**src/rtl/hex_controller.sv**
```systemverilog
// hex_controller: memory-mapped eight-digit seven-segment display responder.
// Holds the DIGITS and MASK registers and answers reads combinationally.
// A prescaled scan engine time-multiplexes the digits onto one shared
// active-low segment bus.
module hex_controller #(
    parameter int SCAN_DIV = 1000
) (
    input  logic        clk_i,
    input  logic        rst_i,
    input  logic        we_i,
    input  logic [3:0]  addr_i,
    input  logic [31:0] wdata_i,
    output logic [31:0] rdata_o,
    output logic [6:0]  hex_led_o,
    output logic [7:0]  hex_sel_o
);

    localparam int            PW      = (SCAN_DIV > 1) ? $clog2(SCAN_DIV) : 1;
    localparam logic [PW-1:0] PRE_MAX = PW'(SCAN_DIV - 1);

    localparam logic [1:0] W_DIGITS = 2'd0;
    localparam logic [1:0] W_MASK   = 2'd1;
    localparam logic [1:0] W_RST    = 2'd2;

    localparam logic [6:0] LED_BLANK = 7'h7F;
    localparam logic [7:0] SEL_OFF   = 8'hFF;

    logic [31:0]   digits_q, digits_d;
    logic [7:0]    mask_q,   mask_d;
    logic [PW-1:0] pre_q,    pre_d;
    logic [2:0]    idx_q,    idx_d;
    logic [6:0]    led_q,    led_d;
    logic [7:0]    sel_q,    sel_d;

    logic [1:0] word;
    logic       soft_rst;
    logic [3:0] cur_nib;
    logic       unused_addr;

    assign word        = addr_i[3:2];
    assign soft_rst    = we_i && (word == W_RST);
    assign cur_nib     = digits_q[{idx_q, 2'b00} +: 4];
    // Byte lanes inside a word are not decoded.
    assign unused_addr = ^addr_i[1:0];

    // Active-low segment pattern {g,f,e,d,c,b,a} for one hex value.
    function automatic logic [6:0] seg_decode(input logic [3:0] v);
        logic [6:0] s;
        case (v)
            4'h0: s = 7'h40;  4'h1: s = 7'h79;  4'h2: s = 7'h24;  4'h3: s = 7'h30;
            4'h4: s = 7'h19;  4'h5: s = 7'h12;  4'h6: s = 7'h02;  4'h7: s = 7'h78;
            4'h8: s = 7'h00;  4'h9: s = 7'h10;  4'hA: s = 7'h08;  4'hB: s = 7'h03;
            4'hC: s = 7'h46;  4'hD: s = 7'h21;  4'hE: s = 7'h06;  default: s = 7'h0E;
        endcase
        return s;
    endfunction

    // Read mux: same-cycle data for the addressed word.
    always_comb begin
        rdata_o = 32'h0;
        case (word)
            W_DIGITS: rdata_o = digits_q;
            W_MASK:   rdata_o = {24'h0, mask_q};
            default:  rdata_o = 32'h0;
        endcase
    end

    // Next state: scan advance, output stage from the current slot, register writes.
    always_comb begin
        pre_d    = (pre_q == PRE_MAX) ? '0 : pre_q + 1'b1;
        idx_d    = (pre_q == PRE_MAX) ? idx_q + 3'd1 : idx_q;
        digits_d = digits_q;
        mask_d   = mask_q;

        // Outputs are built from pre-edge state so segments always match the anode.
        if (mask_q[idx_q]) begin
            sel_d = ~(8'd1 << idx_q);
            led_d = seg_decode(cur_nib);
        end else begin
            sel_d = SEL_OFF;
            led_d = LED_BLANK;
        end

        if (we_i) begin
            case (word)
                W_DIGITS: digits_d = wdata_i;
                W_MASK:   mask_d   = wdata_i[7:0];
                default:  ;
            endcase
        end

        // A write to the RST word behaves exactly like rst_i.
        if (soft_rst) begin
            digits_d = 32'h0;
            mask_d   = 8'hFF;
            pre_d    = '0;
            idx_d    = 3'd0;
            sel_d    = SEL_OFF;
            led_d    = LED_BLANK;
        end
    end

    // State registers; rst_i overrides any concurrent write.
    always_ff @(posedge clk_i) begin
        if (rst_i) begin
            digits_q <= 32'h0;
            mask_q   <= 8'hFF;
            pre_q    <= '0;
            idx_q    <= 3'd0;
            led_q    <= LED_BLANK;
            sel_q    <= SEL_OFF;
        end else begin
            digits_q <= digits_d;
            mask_q   <= mask_d;
            pre_q    <= pre_d;
            idx_q    <= idx_d;
            led_q    <= led_d;
            sel_q    <= sel_d;
        end
    end

    assign hex_led_o = led_q;
    assign hex_sel_o = sel_q;

endmodule

```
**config.mk**
```make
export PLATFORM = sky130hd
export DESIGN_NAME = hex_controller
export DESIGN_NICKNAME = d
export VERILOG_FILES = /design/src/rtl/hex_controller.sv
export SDC_FILE = /design/constraint.sdc
export NUM_CORES = 1
export LEC_CHECK = 0
export ABC_AREA = 1
export BUFFER_PORTS_ARGS = -buffer_cell sky130_fd_sc_hd__buf_4
export CAP_MARGIN = 20
export CORE_ASPECT_RATIO = 2
export CORE_MARGIN = 4
export CORE_UTILIZATION = 24
export CTS_CLUSTER_SIZE = 8
export DETAILED_ROUTE_END_ITERATION = 6
export PLACE_DENSITY = 0.4
export SYNTH_ARGS = -nofsm -noshare
export SYNTH_HDL_FRONTEND = slang
export SYNTH_SLANG_ARGS = --single-unit
```
**constraint.sdc**
```tcl
create_clock -name clk_i -period 2.35 [get_ports clk_i]
set_input_delay 0.47 -clock clk_i [delete_from_list [all_inputs] [get_ports clk_i]]
set_output_delay 0.47 -clock clk_i [all_outputs]
set_load 0.005 [all_outputs]
```
; Word level (Yosys, flattened, before mapping)
; Memory sizes are Yosys's and may differ from the RTL's. A register that Yosys moved wholly into a read port is not among the register bits.
; Cells that the tools add are included.
[op_classes]
addsub = 2
magnitude_cmp = 1
eq_ne = 3
shift = 2
n_mux = 3
bitwise = 2
n_reduce_logical = 7
[op_table]
columns = operator, count
row1 = one-hot mux 32 bit (2 select lines), 1
row2 = variable part select 32 x 6 -> 4 bit, 1
row3 = adder 10 x 1 -> 10 bit (second input constant), 1
row4 = equality test 10 bit (second input constant), 1
row5 = inverter 8 bit, 1
row6 = << shifter 1 x 3 -> 8 bit (first input constant), 1
row7 = OR reduction 3 bit, 2
row8 = less-than comparator 3 x 4 -> 1 bit (second input constant), 1
row9 = AND reduction 2 bit, 2
row10 = adder 3 x 1 -> 3 bit (second input constant), 1
row11 = binary-select mux 1 bit (select 3 bit), 1
row12 = equality test 2 x 1 -> 1 bit (second input constant), 1
row13 = equality test 2 bit (second input constant), 1
row14 = zero test 2 bit, 1
row15 = OR reduction 2 bit, 1
row16 = logical AND 1 bit, 1
row17 = two-way mux 1 bit, 1
row18 = inverter 1 bit, 1
[word_totals]
regBits = 61
romBits = 112
input_bits = 39
memories = 1
[memory_table]
columns = memory, depth, word_bits, rd, rd_ports_with_merged_regs, wr, line
row1 = (no name shown), 16, 7, 1, 1, 0, 49  ; case (v)

; Longest topological paths before layout
[depth]
depth_word = 4
depth_mapped = 13
ltp_nobuf = 11

; Worst setup path before layout
; Ideal clock, no wire load.
[synth_path]
path_type = reg-to-reg
start = register idx_q[0]
end = register led_q[6], in the netlist hex_led_o[6]
setup_time_ps = 124
arrival_ps = 1530
required_ps = 2226
setup_slack_ps = 697
stages_incl_launch_ff = 14
path_buffers = 2
path_cell_list = dfxtp_1 > buf_6 > inv_4 > buf_6 > nand2_1 > nand3_1 > nand3_1 > nand2_1 > inv_1 > ha_1 > nand3_1 > nand2_1 > nand2_1 > nand3_1
[synth_via]
elab_chain_len = 4
elab_cells_between_ends = 5
[synth_rtl]
columns = element, line
row1 = from (decl), 31  ; logic [2:0] idx_q, idx_d;
row2 = from (signal assigned), 116  ; idx_q <= idx_d;
row3 = binary-select mux 1 bit (select 3 bit), 76  ; if (mask_q[idx_q]) begin
row4 = two-way mux 1 bit (not written as such), 76
row5 = inverter 1 bit (no line), n/a
row6 = OR reduction 3 bit (no line), n/a
row7 = to (decl), 32  ; logic [6:0] led_q, led_d;
; Several ways; a longest one is shown, not always the timed one. The select of a mux whose other input is x is not followed.
; A chain may end at the register's enable or synchronous reset.

; Worst setup path in the final report
[layout_path]
start = register idx_q[0]
end = register led_q[5], in the netlist hex_led_o[5]
; The elaborated chain is that of the path after synthesis.

==> results.sh <==
export IMPL_status="finished, final reports clean"
export IMPL_holdCritStartpoint="wdata_i[2]"
export IMPL_setup_violations=0
export IMPL_r2r_start="idx_q[0]$_SDFFE_PP0N_"
export IMPL_postCtsSetupBuffers=0
export IMPL_post_drt_wl_per_cell_um=15.1
export IMPL_synth_nets=508
export IMPL_antenna_found_initial=0
export IMPL_worstMarginPinSlew_ns=0.447
export IMPL_dr_pass1_iters=4
export IMPL_tns_ns=0
export IMPL_cp_required_ns=2.55
export IMPL_drc=0
export IMPL_dieArea_mm2=0.0159
export IMPL_wirelength_um=10600
export IMPL_seq_area_frac_synth_pct=40.9
export IMPL_areaGrowthSynthToFinish_pct=32.1
export IMPL_path_class="register to register"
export IMPL_synthesis_area_mm2=0.00333
export IMPL_portBuffers=83
export IMPL_finClkSkew_ns=0.00680
export IMPL_antennaDiodeCount=0
export IMPL_hold_path_end="mask_q[2]$_SDFFE_PP1P_"
export IMPL_leakage_nw=1.98
export IMPL_coreArea_mm2=0.0135
export IMPL_via_count=3199
export IMPL_initial_core_util_pct=24.6
export IMPL_clock_latency_ns=0.33
export IMPL_grt_pass1_wl_um=16700
export IMPL_fin_crit_ns=1.96
export IMPL_slew_headroom_pct=70.1
export IMPL_hp_class="primary input to register"
export IMPL_drtIter0Drc=158
export IMPL_min_period_over_period_pct=83.2
export IMPL_rrSetupSlack_ns=0.39
export IMPL_end_kind="register"
export IMPL_ys_seq_elements=68
export IMPL_grt_total_usage_pct=13.6
export IMPL_die_w_um=91.3
export IMPL_root_buffer="clkbuf_16"
export IMPL_holdWs_ns=0.359
export IMPL_p_sw_mw=0.699
export IMPL_dieHeight_um=175
export IMPL_hpwl_um=8240
export IMPL_ys_warn_count=0
export IMPL_p_int_mw=2.05
export IMPL_nets=595
export IMPL_final_max_slew_viol_count=0
export IMPL_rsz0062_at_grt="no"
export IMPL_vdd_drop_max_v=0.000318
export IMPL_cts_sinks=68
export IMPL_cts_buffers=9
export IMPL_hold_path_depth=3
export IMPL_avgSynthCellArea_um2=7.30
export IMPL_place_congestion=0.779
export IMPL_fp_row_count=60
export IMPL_r2r_cells=11
export IMPL_seq_power_share_pct=44.3
export IMPL_synth_cell_types=33
export IMPL_cts_tree="built"
export IMPL_drv_cap=0
export IMPL_fmax_ghz=0.511
export IMPL_cts_max_level=3
export IMPL_cp_max_fo=7
export IMPL_hold_violations=0
export IMPL_clockBufferDepth=2
export IMPL_startpoint_type="register"
export IMPL_clk_pin_slew_ns=0.06
export IMPL_p_sw_share_pct=25.4
export IMPL_netlist_instances=456
export IMPL_cts_resized=0
export IMPL_reg2reg_to="hex_led_o[5]$_SDFF_PP1_"
export IMPL_clockPowerShare_pct=44.2
export IMPL_yosysTopAreaCell="dfxtp_1"
export IMPL_drive_gt1_share_pct=25.9
export IMPL_power_density_mw_per_mm2=625
export IMPL_grt_max_degree=35
export IMPL_yosysTopAreaCellShare_pct=40.9
export IMPL_grt_ovfl_total=0
export IMPL_place_area_mm2=0.00414
export IMPL_via_per_inst=4.55
export IMPL_combPwrFrac_pct=11.5
export IMPL_ant_nets=0
export IMPL_synthTopCellsByArea="dfxtp_1 (41%), nand2_1 (9.4%), nand3_1 (7.7%), a21oi_1 (6.8%), o21ai_0 (6.2%)"
export IMPL_arrival_ns=2.16
export IMPL_cts_hold_buf=0
export IMPL_ios=86
export IMPL_grt_pass1_vias=3215
export IMPL_design_area_mm2=0.00440
==> routing by layer <==
metal / track usage [%] / routed length, µm / up-vias / share of wire, %
li1: - / - / 1656 / -
met5: 0 / 0 / - / 0
met4: 6.42 / 333 / 0 / 3.1
met1: 13.5 / 3850 / 1456 / 36
met2: 26.0 / 6010 / 69 / 57
met3: 3.06 / 397 / 18 / 3.8
==> power by group through the flow <==
stage	clock, mW	combinational (mW)	sequential [mW]
3_5_place_dp	0	0.322	1.24
4_1_cts	1.25	0.323	1.22
5_1_grt	1.30	0.357	1.22
2_1_floorplan	0	0.166	1.24
6_report	1.21	0.316	1.22
3_3_place_gp	0	0.321	1.24
==> worst max path at each step <==
stage                     startpoint                      end  slack, ns
3_5_place_dp               addr_i[2]               rdata_o[0]       0.36
5_1_grt        idx_q[0]$_SDFFE_PP0N_  hex_led_o[6]$_SDFF_PP1_       0.21
6_report       idx_q[0]$_SDFFE_PP0N_  hex_led_o[5]$_SDFF_PP1_       0.39
3_3_place_gp               addr_i[2]               rdata_o[0]       0.37
4_1_cts                    addr_i[2]               rdata_o[0]       0.36
2_1_floorplan  idx_q[0]$_SDFFE_PP0N_  hex_led_o[6]$_SDFF_PP1_       0.70
==> metrics by stage <==
step	cells	util, %	setup slack (ns)	power, mW
finish	703	32.5	0.395	2.75
floorplan	456	-	0.697	1.41
CTS	703	32.5	0.360	2.79
detailed placement	687	30.6	0.356	1.57
global placement	687	30.6	0.369	1.56
global route	703	32.5	0.210	2.88
==> placed cells by master (no fill, tap or decap), drive strengths merged, types with 2 or more instances in the layout <==
cell / n
buf: 97
nand2: 88
dfxtp: 68
inv: 61
nand3: 58
a21oi: 45
o21ai: 44
nor2: 37
ha: 13
clkbuf: 11
nor3: 5
clkinv: 5
o22ai: 4
nand4: 3
nand3b: 2
o211ai: 2
==> worst max-delay path, cell delays in order, from the launching register on <==
cell and delay, ns:
dfxtp_1 0.49, buf_4 0.21, nand2_1 0.06, nand3_1 0.11, nand3_1 0.09, nand2_1 0.19
inv_1 0.11, ha_1 0.22, nand3_1 0.14, nand2_1 0.08, nand2_1 0.06, nand3_1 0.06
==> Yosys cell counts <==
cell type and count:
a211oi_1 1, a21oi_1 45, and3_1 1, buf_2 1, buf_4 5, buf_6 4, clkbuf_1 11, dfxtp_1 68
ha_1 13, inv_1 50, inv_2 10, inv_4 1, nand2_1 83, nand2_2 4, nand2_4 1, nand3_1 51
nand3_2 5, nand3_4 2, nand3b_1 2, nand4_1 2, nand4_2 1, nor2_1 34, nor2_2 2, nor2_4 1
nor3_1 4, nor3_2 1, nor3b_1 1, nor4_2 1, o211ai_2 2, o21ai_0 41, o21ai_1 3, o22ai_1 4
or2_0 1
==> cell families after synthesis <==
kind of cell             share of synthesized area, %
adder cells (fa/ha/maj)                          4.89
AND/OR/NAND/NOR                                  28.3
buffers and inverters                            10.8
AO/OA/AOI/OAI                                    15.1
flip-flops                                       40.9
==> final cells by class <==
type	instances	area, µm²
Fill cell	1498	9120
Multi-Input combinational cell	306	1610
Sequential cell	68	1360
Timing Repair Buffer	97	741
Clock buffer	11	233
Inverter	61	231
Tap cell	155	194
Clock inverter	5	28.8
==> registers in the layout (all words and copies together), names as in the netlist <==
register / count
hex_sel_o: 8
hex_led_o: 7
idx_q: 3
mask_q: 8
pre_q: 10
digits_q: 32
(Power assumes the default switching activity.)
